**src/rtl/step_pulse_gen_pkg.sv**
```systemverilog
// Shared types and default parameters for the single-step push-button conditioner.
package step_pkg;

    typedef enum logic [1:0] {S_IDLE, S_ARM_HI, S_HELD, S_ARM_LO} step_state_t;

    localparam int unsigned DEBOUNCE_CYCLES_DEF = 1000000;
    localparam int unsigned PULSE_CYCLES_DEF    = 4;
    localparam int unsigned REPEAT_DELAY_DEF    = 25000000;
    localparam int unsigned REPEAT_PERIOD_DEF   = 10000000;
    localparam int unsigned STEP_COUNT_W        = 16;

    function automatic int unsigned max2(input int unsigned a, input int unsigned b);
        return (a > b) ? a : b;
    endfunction

endpackage

```
**src/rtl/step_pulse_gen_if.sv**
```systemverilog
// Key input and conditioned step outputs between the board top and step_pulse_gen.
interface step_pulse_gen_if;
    import step_pkg::*;

    logic                    KeyRaw;
    logic                    Level;
    logic                    Strobe;
    logic                    StepClk;
    logic [STEP_COUNT_W-1:0] StepCount;

    modport master (input KeyRaw, output Level, output Strobe, output StepClk, output StepCount);
    modport slave  (output KeyRaw, input Level, input Strobe, input StepClk, input StepCount);

endinterface

```
**src/rtl/step_pulse_gen_sync2.sv**
```systemverilog
// Two-flop synchronizer for asynchronous level inputs (keys, switches).
module sync2 (
    input  logic clk,
    input  logic rst,
    input  logic d,
    output logic q
);

    logic meta;

    always_ff @(posedge clk or posedge rst) begin
        if (rst) begin
            meta <= 1'b0;
            q    <= 1'b0;
        end else begin
            meta <= d;
            q    <= meta;
        end
    end

endmodule

```
**src/rtl/step_pulse_gen.sv**
```systemverilog
// Debounces the step key and produces press strobe, stretched StepClk and a step count.
// Optional auto-repeat while held is enabled by defining AUTO_REPEAT_EN.
module step_pulse_gen
    import step_pkg::*;
#(
    parameter int unsigned DEBOUNCE_CYCLES = DEBOUNCE_CYCLES_DEF,
    parameter int unsigned PULSE_CYCLES    = PULSE_CYCLES_DEF,
    parameter int unsigned REPEAT_DELAY    = REPEAT_DELAY_DEF,
    parameter int unsigned REPEAT_PERIOD   = REPEAT_PERIOD_DEF
) (
    input  logic             Clk,
    input  logic             Reset,
    step_pulse_gen_if.master bus
);

    localparam int unsigned MAX_PARAM = max2(max2(DEBOUNCE_CYCLES, PULSE_CYCLES),
                                             max2(REPEAT_DELAY, REPEAT_PERIOD));
    localparam int unsigned CNT_W     = $clog2(MAX_PARAM) + 1;

    step_state_t             state, state_n;
    logic [CNT_W-1:0]        cnt, cnt_n;
    logic [CNT_W-1:0]        pcnt, pcnt_n;
    logic                    ks;
    logic                    accept;
    logic                    rep_tick;
    logic                    strobe_n;
    logic                    level;
    logic                    strobe;
    logic                    step_clk;
    logic [STEP_COUNT_W-1:0] step_count;

    sync2 u_sync (
        .clk (Clk),
        .rst (Reset),
        .d   (bus.KeyRaw),
        .q   (ks)
    );

    // Debounce FSM: cnt tracks consecutive samples agreeing with the candidate level
    always_comb begin
        state_n = state;
        cnt_n   = cnt;
        accept  = 1'b0;
        case (state)
            S_IDLE: begin
                if (ks) begin
                    state_n = S_ARM_HI;
                    cnt_n   = CNT_W'(1);
                end
            end
            S_ARM_HI: begin
                if (!ks) begin
                    state_n = S_IDLE;
                    cnt_n   = '0;
                end else if (cnt == CNT_W'(DEBOUNCE_CYCLES - 1)) begin
                    state_n = S_HELD;
                    cnt_n   = '0;
                    accept  = 1'b1;
                end else begin
                    cnt_n = cnt + CNT_W'(1);
                end
            end
            S_HELD: begin
                if (!ks) begin
                    state_n = S_ARM_LO;
                    cnt_n   = CNT_W'(1);
                end
            end
            S_ARM_LO: begin
                if (ks) begin
                    state_n = S_HELD;
                    cnt_n   = '0;
                end else if (cnt == CNT_W'(DEBOUNCE_CYCLES - 1)) begin
                    state_n = S_IDLE;
                    cnt_n   = '0;
                end else begin
                    cnt_n = cnt + CNT_W'(1);
                end
            end
            default: begin
                state_n = S_IDLE;
                cnt_n   = '0;
            end
        endcase
    end

`ifdef AUTO_REPEAT_EN
    logic [CNT_W-1:0] rcnt, rcnt_n, rcnt_inc, rep_limit;
    logic             rphase, rphase_n;

    // rcnt pauses in S_ARM_LO; a release bounce (ks=0 in S_HELD) never ticks
    always_comb begin
        rcnt_n    = rcnt;
        rphase_n  = rphase;
        rep_tick  = 1'b0;
        rcnt_inc  = rcnt + CNT_W'(1);
        rep_limit = rphase ? CNT_W'(REPEAT_PERIOD) : CNT_W'(REPEAT_DELAY);
        if (state_n == S_IDLE || state_n == S_ARM_HI) begin
            rcnt_n   = '0;
            rphase_n = 1'b0;
        end else if (state == S_HELD && ks) begin
            if (rcnt_inc == rep_limit) begin
                rep_tick = 1'b1;
                rcnt_n   = '0;
                rphase_n = 1'b1;
            end else begin
                rcnt_n = rcnt_inc;
            end
        end
    end

    always_ff @(posedge Clk or posedge Reset) begin
        if (Reset) begin
            rcnt   <= '0;
            rphase <= 1'b0;
        end else begin
            rcnt   <= rcnt_n;
            rphase <= rphase_n;
        end
    end
`else
    assign rep_tick = 1'b0;
`endif

    assign strobe_n = accept | rep_tick;

    // A new strobe reloads the stretcher so overlapping steps merge into one pulse
    always_comb begin
        pcnt_n = pcnt;
        if (strobe_n) begin
            pcnt_n = CNT_W'(PULSE_CYCLES);
        end else if (pcnt != '0) begin
            pcnt_n = pcnt - CNT_W'(1);
        end
    end

    always_ff @(posedge Clk or posedge Reset) begin
        if (Reset) begin
            state      <= S_IDLE;
            cnt        <= '0;
            pcnt       <= '0;
            level      <= 1'b0;
            strobe     <= 1'b0;
            step_clk   <= 1'b0;
            step_count <= '0;
        end else begin
            state    <= state_n;
            cnt      <= cnt_n;
            pcnt     <= pcnt_n;
            level    <= (state_n == S_HELD) || (state_n == S_ARM_LO);
            strobe   <= strobe_n;
            step_clk <= (pcnt_n != '0);
            if (strobe_n) begin
                step_count <= step_count + STEP_COUNT_W'(1);
            end
        end
    end

    assign bus.Level     = level;
    assign bus.Strobe    = strobe;
    assign bus.StepClk   = step_clk;
    assign bus.StepCount = step_count;

endmodule

```
**src/flat_wrapper.sv**
```systemverilog
// flat-port wrapper written by rule: the top's interface ports become plain ports
module step_pulse_gen_flat import step_pkg::*;
#(
    parameter int unsigned DEBOUNCE_CYCLES = DEBOUNCE_CYCLES_DEF,
    parameter int unsigned PULSE_CYCLES    = PULSE_CYCLES_DEF,
    parameter int unsigned REPEAT_DELAY    = REPEAT_DELAY_DEF,
    parameter int unsigned REPEAT_PERIOD   = REPEAT_PERIOD_DEF
)
  (Clk, Reset, bus_KeyRaw, bus_Level, bus_Strobe, bus_StepClk, bus_StepCount);
  step_pulse_gen_if bus_i ();
  input  logic Clk;
  input  logic Reset;
  input wire logic [$bits(bus_i.KeyRaw)-1:0] bus_KeyRaw;
  output wire logic [$bits(bus_i.Level)-1:0] bus_Level;
  output wire logic [$bits(bus_i.Strobe)-1:0] bus_Strobe;
  output wire logic [$bits(bus_i.StepClk)-1:0] bus_StepClk;
  output wire logic [$bits(bus_i.StepCount)-1:0] bus_StepCount;
  assign bus_i.KeyRaw = bus_KeyRaw;
  assign bus_Level = bus_i.Level;
  assign bus_Strobe = bus_i.Strobe;
  assign bus_StepClk = bus_i.StepClk;
  assign bus_StepCount = bus_i.StepCount;
  step_pulse_gen #(.DEBOUNCE_CYCLES(DEBOUNCE_CYCLES), .PULSE_CYCLES(PULSE_CYCLES), .REPEAT_DELAY(REPEAT_DELAY), .REPEAT_PERIOD(REPEAT_PERIOD)) u_core (.Clk(Clk), .Reset(Reset), .bus(bus_i));
endmodule
```
**config.mk**
```make
export PLATFORM = sky130hd
export DESIGN_NAME = step_pulse_gen_flat
export DESIGN_NICKNAME = d
export VERILOG_FILES = /design/src/rtl/step_pulse_gen_pkg.sv /design/src/rtl/step_pulse_gen_if.sv /design/src/rtl/step_pulse_gen_sync2.sv /design/src/rtl/step_pulse_gen.sv /design/src/flat_wrapper.sv
export SDC_FILE = /design/constraint.sdc
export NUM_CORES = 1
export LEC_CHECK = 0
export CAP_MARGIN = 20
export CELL_PAD_IN_SITES_DETAIL_PLACEMENT = 0
export CELL_PAD_IN_SITES_GLOBAL_PLACEMENT = 1
export CORE_MARGIN = 8
export CORE_UTILIZATION = 42
export CTS_CLUSTER_SIZE = 25
export DETAILED_ROUTE_END_ITERATION = 8
export PLACE_DENSITY_LB_ADDON = 0.1
export SLEW_MARGIN = 30
export SYNTH_ARGS = -nofsm -noshare
export SYNTH_HDL_FRONTEND = slang
export SYNTH_SLANG_ARGS = --single-unit
```
**constraint.sdc**
```tcl
create_clock -name Clk -period 2.7 [get_ports Clk]
set_clock_uncertainty 0.2 [all_clocks]
set_input_delay 0.54 -clock Clk [delete_from_list [all_inputs] [get_ports Clk]]
set_output_delay 0.54 -clock Clk [all_outputs]
set_load 0.02 [all_outputs]
```
==> results of run 1 <==
## flip-flops by register name, summed over array words and instances (netlist names)
name,count
u_core.u_sync.meta,1
u_core.cnt,26
u_core.bus.Level,1
u_core.u_sync.q,1
u_core.bus.StepClk,1
u_core.state,2
u_core.pcnt,26
u_core.bus.StepCount,16
u_core.bus.Strobe,1
## layout by cell type, fill, tap and decap left out, types with 9 or more instances in the layout
master,synthesis,layout
nand2_1,35,35
xor2_1,13,13
nor2_1,51,50
a21oi_1,16,16
o21ai_0,35,35
clkdlybuf4s50_1,0,21
or3_1,9,9
nand3_1,15,14
buf_4,1,54
clkbuf_8,0,9
dfrtp_1,75,74
xnor2_1,24,24
nand4_1,13,13
and3_1,9,9
## area by class of cell
cell class,instances,area [µm²],share of cell area
clock buffer,9,124,0.0248
clock inverter,7,92.6,0.0186
inverter,8,30.0,0.00602
multi-input combinational,310,2020,0.405
sequential,75,1880,0.377
tap,111,139,0.0279
timing repair buffer,79,701,0.141
## stage by stage
stage	power (mW)	hold slack, ns
after floorplan	1.20	0.131
after global placement	1.24	0.143
after detailed placement	1.24	0.138
after CTS	2.19	0.155
after global routing	2.25	0.156
final	2.16	0.152
## synth_stat cells (6+ instances only)
cell,instances
and2_1,7
or3_1,9
nand4_1,13
xnor2_1,24
nand3_1,15
nor3_1,10
inv_1,7
xor2_1,13
dfrtp_1,75
o21ai_0,35
a21oi_1,16
nor2_1,51
o211ai_1,6
nand2_1,35
and3_1,9
nor4_1,6
## cells by family (layout without fill, tap and decap cells)
| kind of cell | count (synthesis) | count (layout) | share of synthesized area |
|---|---|---|---|
| flip-flops | 75 | 75 | 0.482 |
| multiplexers | 5 | 5 | 0.0135 |
| AND/OR/NAND/NOR | 192 | 192 | 0.277 |
| AO/OA/AOI/OAI | 73 | 73 | 0.111 |
| adder cells (fa/ha/maj) | 3 | 3 | 0.00965 |
| XOR/XNOR | 37 | 37 | 0.0833 |
| buffers and inverters | 19 | 103 | 0.0228 |
## layer usage
layer | global-route usage | wire [µm]
met1 | 0.208 | 4680
met3 | 0.0284 | 404
met5 | 0 | 0
met4 | 0.0567 | 88
met2 | 0.213 | 3840
## where the power goes
group	switching, mW	internal [mW]	total (mW)	leakage (nW)
Sequential	0.00591	1.13	1.14	1.04
Combinational	0.0519	0.0297	0.0817	1.19
Clock	0.428	0.519	0.947	0.113
## worst max-delay path by stage
stage | end | slack (ns) | cells past startpoint
after global placement | u_core.bus.StepClk$_DFF_PP0_ | -0.01 | 7
after floorplan | u_core.bus.Level$_DFF_PP0_ | 0.05 | 1
after global routing | u_core.bus.StepClk$_DFF_PP0_ | -0.03 | 10
after CTS | u_core.bus.StepClk$_DFF_PP0_ | -0.004 | 8
after detailed placement | u_core.bus.StepClk$_DFF_PP0_ | -0.05 | 7
final | u_core.bus.StepClk$_DFF_PP0_ | 0.07 | 10
## critical path, cell delays in order (launching register included)
cell and delay, ns:
dfrtp_1 0.43, nor4_4 0.30, buf_4 0.18, nand3_1 0.13, a31o_2 0.28, buf_4 0.16
buf_4 0.14, or3_1 0.34, a21oi_1 0.23, a211oi_1 0.07, nand4_1 0.09
## what timing repair did
action | CTS | global route
hold buffers | 0 | 0
setup buffers | 1 | 3
cloned | 0 | 1
gates resized for setup | 1 | 15
pin swaps | 1 | 3
setup endpoints to repair | 4 | 12
endpoints found under the hold margin | 0 | 0
==> summary.md, run 1 <==
| Metric | Value |
|---|---|
| Filler cells | 828 |
| Clk Latency, worst-skew pair | 0.34 ns |
| CTS Root Cell | clkbuf_8 |
| Min-delay worst type | flop to flop |
| Vias | 3222 |
| WHS Endpoint | u_core.u_sync.q$_DFF_PP0_ |
| Via density | 5.38 |
| Share of the synthesized area in the top cell type | 0.482 |
| Relative max-transition margin | 0.696 |
| DRC viols | 0 |
| GRT overflow | 0 |
| Critical path class | flop to flop |
| DP Cell Count | 578 |
| Clk slew on worst S/H paths | 0.09 ns |
| Unrepaired setup endpoints after global routing | true |
| Critical Path Start | u_core.pcnt[7]$_DFF_PP0_ |
| Final setup vio count | 0 |
| Slew Viols, Final | 0 |
| Htree depth | 3 |
| Max Freq | 381 MHz |
| Clk buf depth | 2 |
| Number of antenna violations at the first check in global routing | 0 |
| Ys flop type | dfrtp_1 |
| Post-Place Setup Slack | -0.0489 ns |
| CTS tree | done |
| Util after Layout | 0.547 |
| Nets | 489 |
| Die Area | 12600 µm² |
| Cts bufs inserted | 9 |
| Drt initial violations | 160 |
| Pin count of the biggest net entering global routing | 40 |
| Cell Pwr Density | 434 nW/µm² |
| Status | completed |
| Mapped Cells | 404 |
| Seq/Total Area, Yosys | 0.482 |
| Clock sinks | 75 |
| Hold path startpoint | u_core.u_sync.meta$_DFF_PP0_ |
| Gr usage total | 0.146 |
| Number of synthesized flops with an enable pin | 0 |
| Mapped Area | 3890 µm² |
| Yosys reg bits | 75 |
| Die extent in x | 112 µm |
| Synth area leader | dfrtp_1 |
| Crit Path Max Fanout | 9 |
| Post-Syn Nets | 410 |
| Max-cap violations | 0 |
| Final worst slack | 0.0741 ns |
| Synth async-reset ratio | 1.00 |
| Post-route cell area | 4980 µm² |
| P_leak | 2.34 nW |
| Placed Area | 4620 µm² |
| FF-to-FF Start | u_core.pcnt[7]$_DFF_PP0_ |
| Synthesis Warnings | 0 |
| DPL Wire Length | 6.34 mm |
| Layout cells sized above 1 | 0.225 |
| WP data arrival | 2.71 ns |
| FF-to-FF path depth | 10 |
| Area Growth Syn to Fin | 28.1% |
| Initial Util | 0.427 |
| Ant. Diodes | 0 |
| Die height | 112 µm |
| Fin crit period | 2.63 ns |
| Worst reg2reg path endpoint | u_core.bus.StepClk$_DFF_PP0_ |
| Synth unique cells | 54 |
| Hold Fails Final Rpt | 0 |
| Worst-Margin Slew | 0.456 ns |
| Crit share post-route | 0.973 |
| IO Port Bufs | 21 |
| Setup TNS | 0 ns |
| WL/cell | 15.0 µm |
| Ports | 22 |
| Drt pass-1 iters | 4 |
| DRT Wirelength | 9.01 mm |
| R2R setup slack | 0.07 ns |
| Core ar. | 9110 µm² |
| Synth Area per Inst | 9.63 µm² |
| Row cnt | 35 |
| Antenna Nets Post-Route | 0 |
| Vias in the first global route | 3029 |
| First-pass GRT wire length | 15.1 mm |
| Worst vdd ir | 267 µV |
| CP endpoint kind | flop |
| Routability congestion estimate | 0.768 |
| Hold depth | 0 |
| Worst EP required | 2.78 ns |
| Fin cells | 599 |
| Worst setup SP type | flop |
| Top post-synthesis cells by area | dfrtp_1, xnor2_1, nor2_1 |
(Power assumes the default switching activity.)
==> inputs of run 2 (changes only) <==
CORE_UTILIZATION = 47   (was 42)
CTS_CLUSTER_SIZE = 8   (was 25)
clock period = 2.86 ns   (was 2.7 ns; I/O delays follow)
==> summary.md, run 2 (synthesized netlist as in run 1, its figures left out) <==
| Metric | Value |
|---|---|
| Leading cell type in the layout, fill and taps excluded | dfrtp_1 |
| FF-to-FF Start | u_core.pcnt[12]$_DFF_PP0_ |
| Worst vdd ir | 261 µV |
| Number of antenna violations at the first check in global routing | 0 |
| Filler cells | 738 |
| Vias in the first global route | 3117 |
| Row cnt | 33 |
| Min-delay worst type | flop to flop |
| R2R setup slack | 0.14 ns |
| Crit share post-route | 0.952 |
| CTS Root Cell | clkbuf_8 |
| Status | completed |
| CP endpoint kind | flop |
| Worst-Margin Slew | 0.600 ns |
| Area Growth Syn to Fin | 19.7% |
| Slowest Stage Delay on Critical Path | 0.57 ns |
| Vias | 3141 |
| DRC viols | 0 |
| Hold Fails Final Rpt | 0 |
| Util after Layout | 0.573 |
| Ports | 22 |
| DPL Wire Length | 6.33 mm |
| Drt pass-1 iters | 4 |
| DP Cell Count | 548 |
| Drt initial violations | 132 |
| Relative max-transition margin | 0.599 |
| Routability congestion estimate | 0.865 |
| Die extent in x | 107 µm |
| Crit Path Max Fanout | 14 |
| Slowest CP cell | or4_1 |
| Unrepaired setup endpoints after global routing | true |
| Layout cells sized above 1 | 0.161 |
| First-pass GRT wire length | 15.0 mm |
| Fin cells | 564 |
| Clk Latency, worst-skew pair | 0.35 ns |
| Final Power | 2.00 mW |
| Clock power frac | 0.429 |
| IO Port Bufs | 21 |
| FF-to-FF path depth | 7 |
| Kind of cell adding the most delay to the critical path | simple AND/OR/NAND/NOR gates |
| Worst reg2reg path endpoint | u_core.bus.StepClk$_DFF_PP0_ |
| Die height | 107 µm |
| Levels on crit path | 7 |
| Crit path to | u_core.bus.StepClk$_DFF_PP0_ |
| Ant. Diodes | 0 |
| Core ar. | 8130 µm² |
| Net switching power | 0.459 mW |
| DRT Wirelength | 8.79 mm |
| WL/cell | 15.6 µm |
| WP data arrival | 2.74 ns |
| Pin count of the biggest net entering global routing | 35 |
| Nets | 460 |
| Sw Ratio | 0.230 |
| Max-cap violations | 0 |
| Worst setup SP type | flop |
| Worst EP required | 2.87 ns |
| Placed Area | 4420 µm² |
| Final setup vio count | 0 |
| Comb pwr share | 0.035 |
| Slew Viols, Final | 0 |
| Clk buf depth | 2 |
| Post-route cell area | 4660 µm² |
| Cts bufs inserted | 9 |
| Via density | 5.57 |
| Critical Path Start | u_core.pcnt[12]$_DFF_PP0_ |
| Htree depth | 3 |
| Clk slew on worst S/H paths | 0.08 ns |
| Internal | 1.54 mW |
| P_leak | 2.13 nW |
| CTS tree | done |
| Flop pwr share | 0.536 |
| GRT overflow | 0 |
| Leading cell types in the layout, fill and taps excluded | dfrtp_1, nor2_1, nand2_1, o21ai_0, buf_4 |
| Buf/Inv on CP | 0 |
| Initial Util | 0.478 |
| Cell Pwr Density | 430 nW/µm² |
| Antenna Nets Post-Route | 0 |
| Crit-path cells | or4_1 > nor3_1 > a31o_2 > nor3_2 > mux2i_1 > a2111oi_2 > nand4_1 |
| Critical path class | flop to flop |
| Fin Hold WS | 0.151 ns |
| Clock sinks | 75 |
| Gr usage total | 0.162 |
| Die Area | 11400 µm² |
| Fin crit period | 2.72 ns |
| Max Freq | 367 MHz |
run 2: cell types whose count changed in the layout (fill, tap and decap cells not counted), sizes merged:
cell,before,now
clkinvlp,0,3
bufinv,2,1
buf,57,29
clkbuf,10,11
clkinv,5,1
run 2: timing repair:
item	in CTS	in global routing
hold buffers	0	0
endpoints found under the hold margin	0	0
endpoints found under the setup margin	0	7
buffers inserted	0	0
resized for setup	0	6
run 2: power by group through the flow:
stage	sequential, mW	combinational, mW	clock [mW]
finish	1.07	0.0703	0.858
global route	1.07	0.0822	0.924
CTS	1.07	0.0727	0.879
detailed placement	1.09	0.0726	0
global placement	1.09	0.0714	0
floorplan	1.09	0.0421	0
run 2: cell type report:
cell class	count	area (µm²)	share of cell area
multi-input cells	310	1950	0.419
clock inverters	5	61.3	0.0132
repair buffers	50	453	0.0973
clock buffers	11	151	0.0325
flip-flops and latches	75	1880	0.403
inverters	8	30.0	0.00645
well taps	105	131	0.0282
run 2: worst min-delay path by stage:
stage                                 start                        end  slack (ns)  depth (start not counted)
2_1_floorplan  u_core.u_sync.meta$_DFF_PP0_  u_core.u_sync.q$_DFF_PP0_        0.13                          0
3_5_place_dp   u_core.u_sync.meta$_DFF_PP0_  u_core.u_sync.q$_DFF_PP0_        0.13                          0
6_report       u_core.u_sync.meta$_DFF_PP0_  u_core.u_sync.q$_DFF_PP0_        0.15                          0
5_1_grt        u_core.u_sync.meta$_DFF_PP0_  u_core.u_sync.q$_DFF_PP0_        0.16                          0
4_1_cts        u_core.u_sync.meta$_DFF_PP0_  u_core.u_sync.q$_DFF_PP0_        0.15                          0
3_3_place_gp   u_core.u_sync.meta$_DFF_PP0_  u_core.u_sync.q$_DFF_PP0_        0.13                          0
run 2: worst register-to-register path, stage by stage (launching register included):
cell       delay [ns]
dfrtp_1          0.44
or4_1            0.57
nor3_1           0.25
a31o_2           0.37
nor3_2           0.09
mux2i_1          0.15
a2111oi_2        0.40
nand4_1          0.12
run 2: metal layers:
metal,vias up,global-route usage,part of all wire
li1,1541,-,-
met1,1544,0.207,0.48
met2,44,0.261,0.47
met3,12,0.0342,0.034
met4,0,0.0683,0.014
met5,-,0,0
run 2: metrics by stage:
stage               TNS [ns]  setup WS [ns]
floorplan                  0          0.127
global placement           0         0.0778
detailed placement         0          0.106
CTS                        0         0.0766
global route         -0.0943        -0.0831
finish                     0          0.138
==> RTL edit, RTL diff (config.mk and constraints of run 2) <==
Build with the macro `AUTO_REPEAT_EN` defined.
--- a/src/rtl/step_pulse_gen.sv
+++ b/src/rtl/step_pulse_gen.sv
@@ -1,5 +1,7 @@
 // Debounces the step key and produces press strobe, stretched StepClk and a step count.
 // Optional auto-repeat while held is enabled by defining AUTO_REPEAT_EN.
+`define AUTO_REPEAT_EN
+
 module step_pulse_gen
     import step_pkg::*;
 #(
Function: same outputs for any inputs over 10 cycles, from zero or initial values and one cycle with Reset high; that may be too few to reach the edited logic, so the function may still have changed.
==> RTL edit against run 2 <==
  * The run now ends with negative setup slack left
  * Total power up 38%
  * Via count up 83%
  * Synthesized area up 58%
  * Largest power group unchanged
  * Wire length up 86%
  * Setup slack worse by 300 ps
  * Sequential cell count up 27
  * Highest routed layer unchanged
  * Largest cell class unchanged
  * Final area up 80%
==> RTL edit: results (changes against run 2) <==
STA
  • Slew HR: 57.2% (-2.6 points)
  • Final WS setup: -159 ps (-296 ps)
  • Setup violation total in the final timing report: 56 (+56)
  • Min Hold Slack: 169 ps (+17.9 ps)

Route
  • Avg WL per Cell: 15.9 microns (+2.0%)
  • Top routing layer used: met4
  • Met1 Wirelength: 7700 microns (+82%)
  • DR WL met3: 537 microns (+80%)
  • Vias per cell: 5.59 (+0.42%)
  • Detailed Route Iter0 Violations: 461 (+250%)
  • DR WL met2: 7850 microns (+90%)
  • Pre-antenna DRT Iters: 5 (+1)

Global routing
  • Met2 GRT Util: 33.3% (+7.3 points)
  • Largest net degree at the start of global routing: 103 (+190%)
  • GR Layer Usage met3: 2.77% (-0.64 points)
  • GRT Total Usage: 20.4% (+4.2 points)
  • Global-route wire length before repair: 27700 microns (+84%)
  • Vias in the first global route: 5644 (+81%)
  • Met1 track demand over resource: 27.0% (+6.3 points)
  • Initial antenna violation count: 0 (unchanged)

Clocking
  • Clk slew on worst S/H paths: 80 ps (about the same)
  • Setup repair bufs after CTS: 10 (+10)
  • Max Buffers Root-to-Sink: 2 (unchanged)
  • Resize count post-CTS: 38 (+38)
  • Clk root buf: clkbuf_16

Logic synthesis
  • Adder-Cell Fraction of Synth Area: 0.815% (-0.15 points)
  • Yosys warning total: 0 (unchanged)
  • Async S/R FF share, synth: 100% (unchanged)
  • Synthesized instance count: 701 (+74%)
  • Mapped Nets: 708 (+73%)
  • Count of different cell masters after synthesis: 66 (+22%)
  • Sequential fraction of the synthesis area: 41.6% (-6.7 points)
  • Post-synthesis xor/xnor area fraction: 8.28% (-0.053 points)
  • Synth cell count leaders: 102 x dfrtp_1, 71 x nor2_1, 67 x nand2_1
  • Synth top area cells: dfrtp_1 42%, xnor2_1 5.9%, o21ai_0 4.6%
  • Post-synthesis mux area share: 0.347% (-1.0 points)
  • Area fraction in compound gates after synthesis: 14.8% (+3.7 points)

Placement
  • Routability cong.: 0.888 (+2.7%)
  • HPWL Detailed: 11400 microns (+81%)
  • Area after DPL: 7560 sq um (+71%)
  • Placed insts: 991 (+81%)

Worst setup path
  • WP data arrival: 3060 ps (+320 ps)
  • Crit-path max FO: 6 (-8)
  • Worst path slowest cell: dfrtp_2
  • Crit path max-delay family: compound AO/OA/AOI/OAI gates
  • Worst stage delay on the critical path: 420 ps (-150 ps)

Power
  • Combinational power share: 3.0% (-0.5 points)
  • Seq power: 0.00145 W (+36%)
  • Power Combinational: 0.0000823 W (+17%)
  • Leakage: 3.74 nW (+75%)
  • Switch Pwr: 0.000678 W (+48%)
  • VDD IR max: 0.000273 V (+4.7%)

Run status
  • Status: finished, violations left
  • Violated checks: negative setup slack

Finish
  • Final nets: 859 (+87%)
  • Post-Layout Cell Count: 1029 (+82%)
  • Layout cells sized above 1: 30.8% (+15 points)
-- RTL edit: final timing paths --
path	from	endpoint	depth (start not counted)
max reg2reg	u_core.rcnt[1]	u_core.rcnt[18]	13
min in group asynchronous	Reset	u_core.pcnt[5]	3
min	u_core.u_sync.meta	u_core.u_sync.q	0
max in group asynchronous	Reset	u_core.rcnt[14]	3
min reg2reg	u_core.u_sync.meta	u_core.u_sync.q	0
max	u_core.rcnt[1]	u_core.rcnt[18]	13
-- RTL edit: cell type report --
type,instances,area (sq um)
Multi-Input combinational cell,541,3670
Clock inverter,7,66.3
Inverter,12,48.8
Tap cell,172,215
Fill cell,1025,4290
Timing Repair Buffer,186,1590
Clock buffer,9,225
Sequential cell,102,2560
-- RTL edit: per-stage QoR --
step,worst slack [ps],setup TNS [ps]
finish,-159,-5160
global route,-327,-13630
CTS,-169,-6200
detailed placement,-355,-14630
global placement,-330,-10290
floorplan,-201,-3970
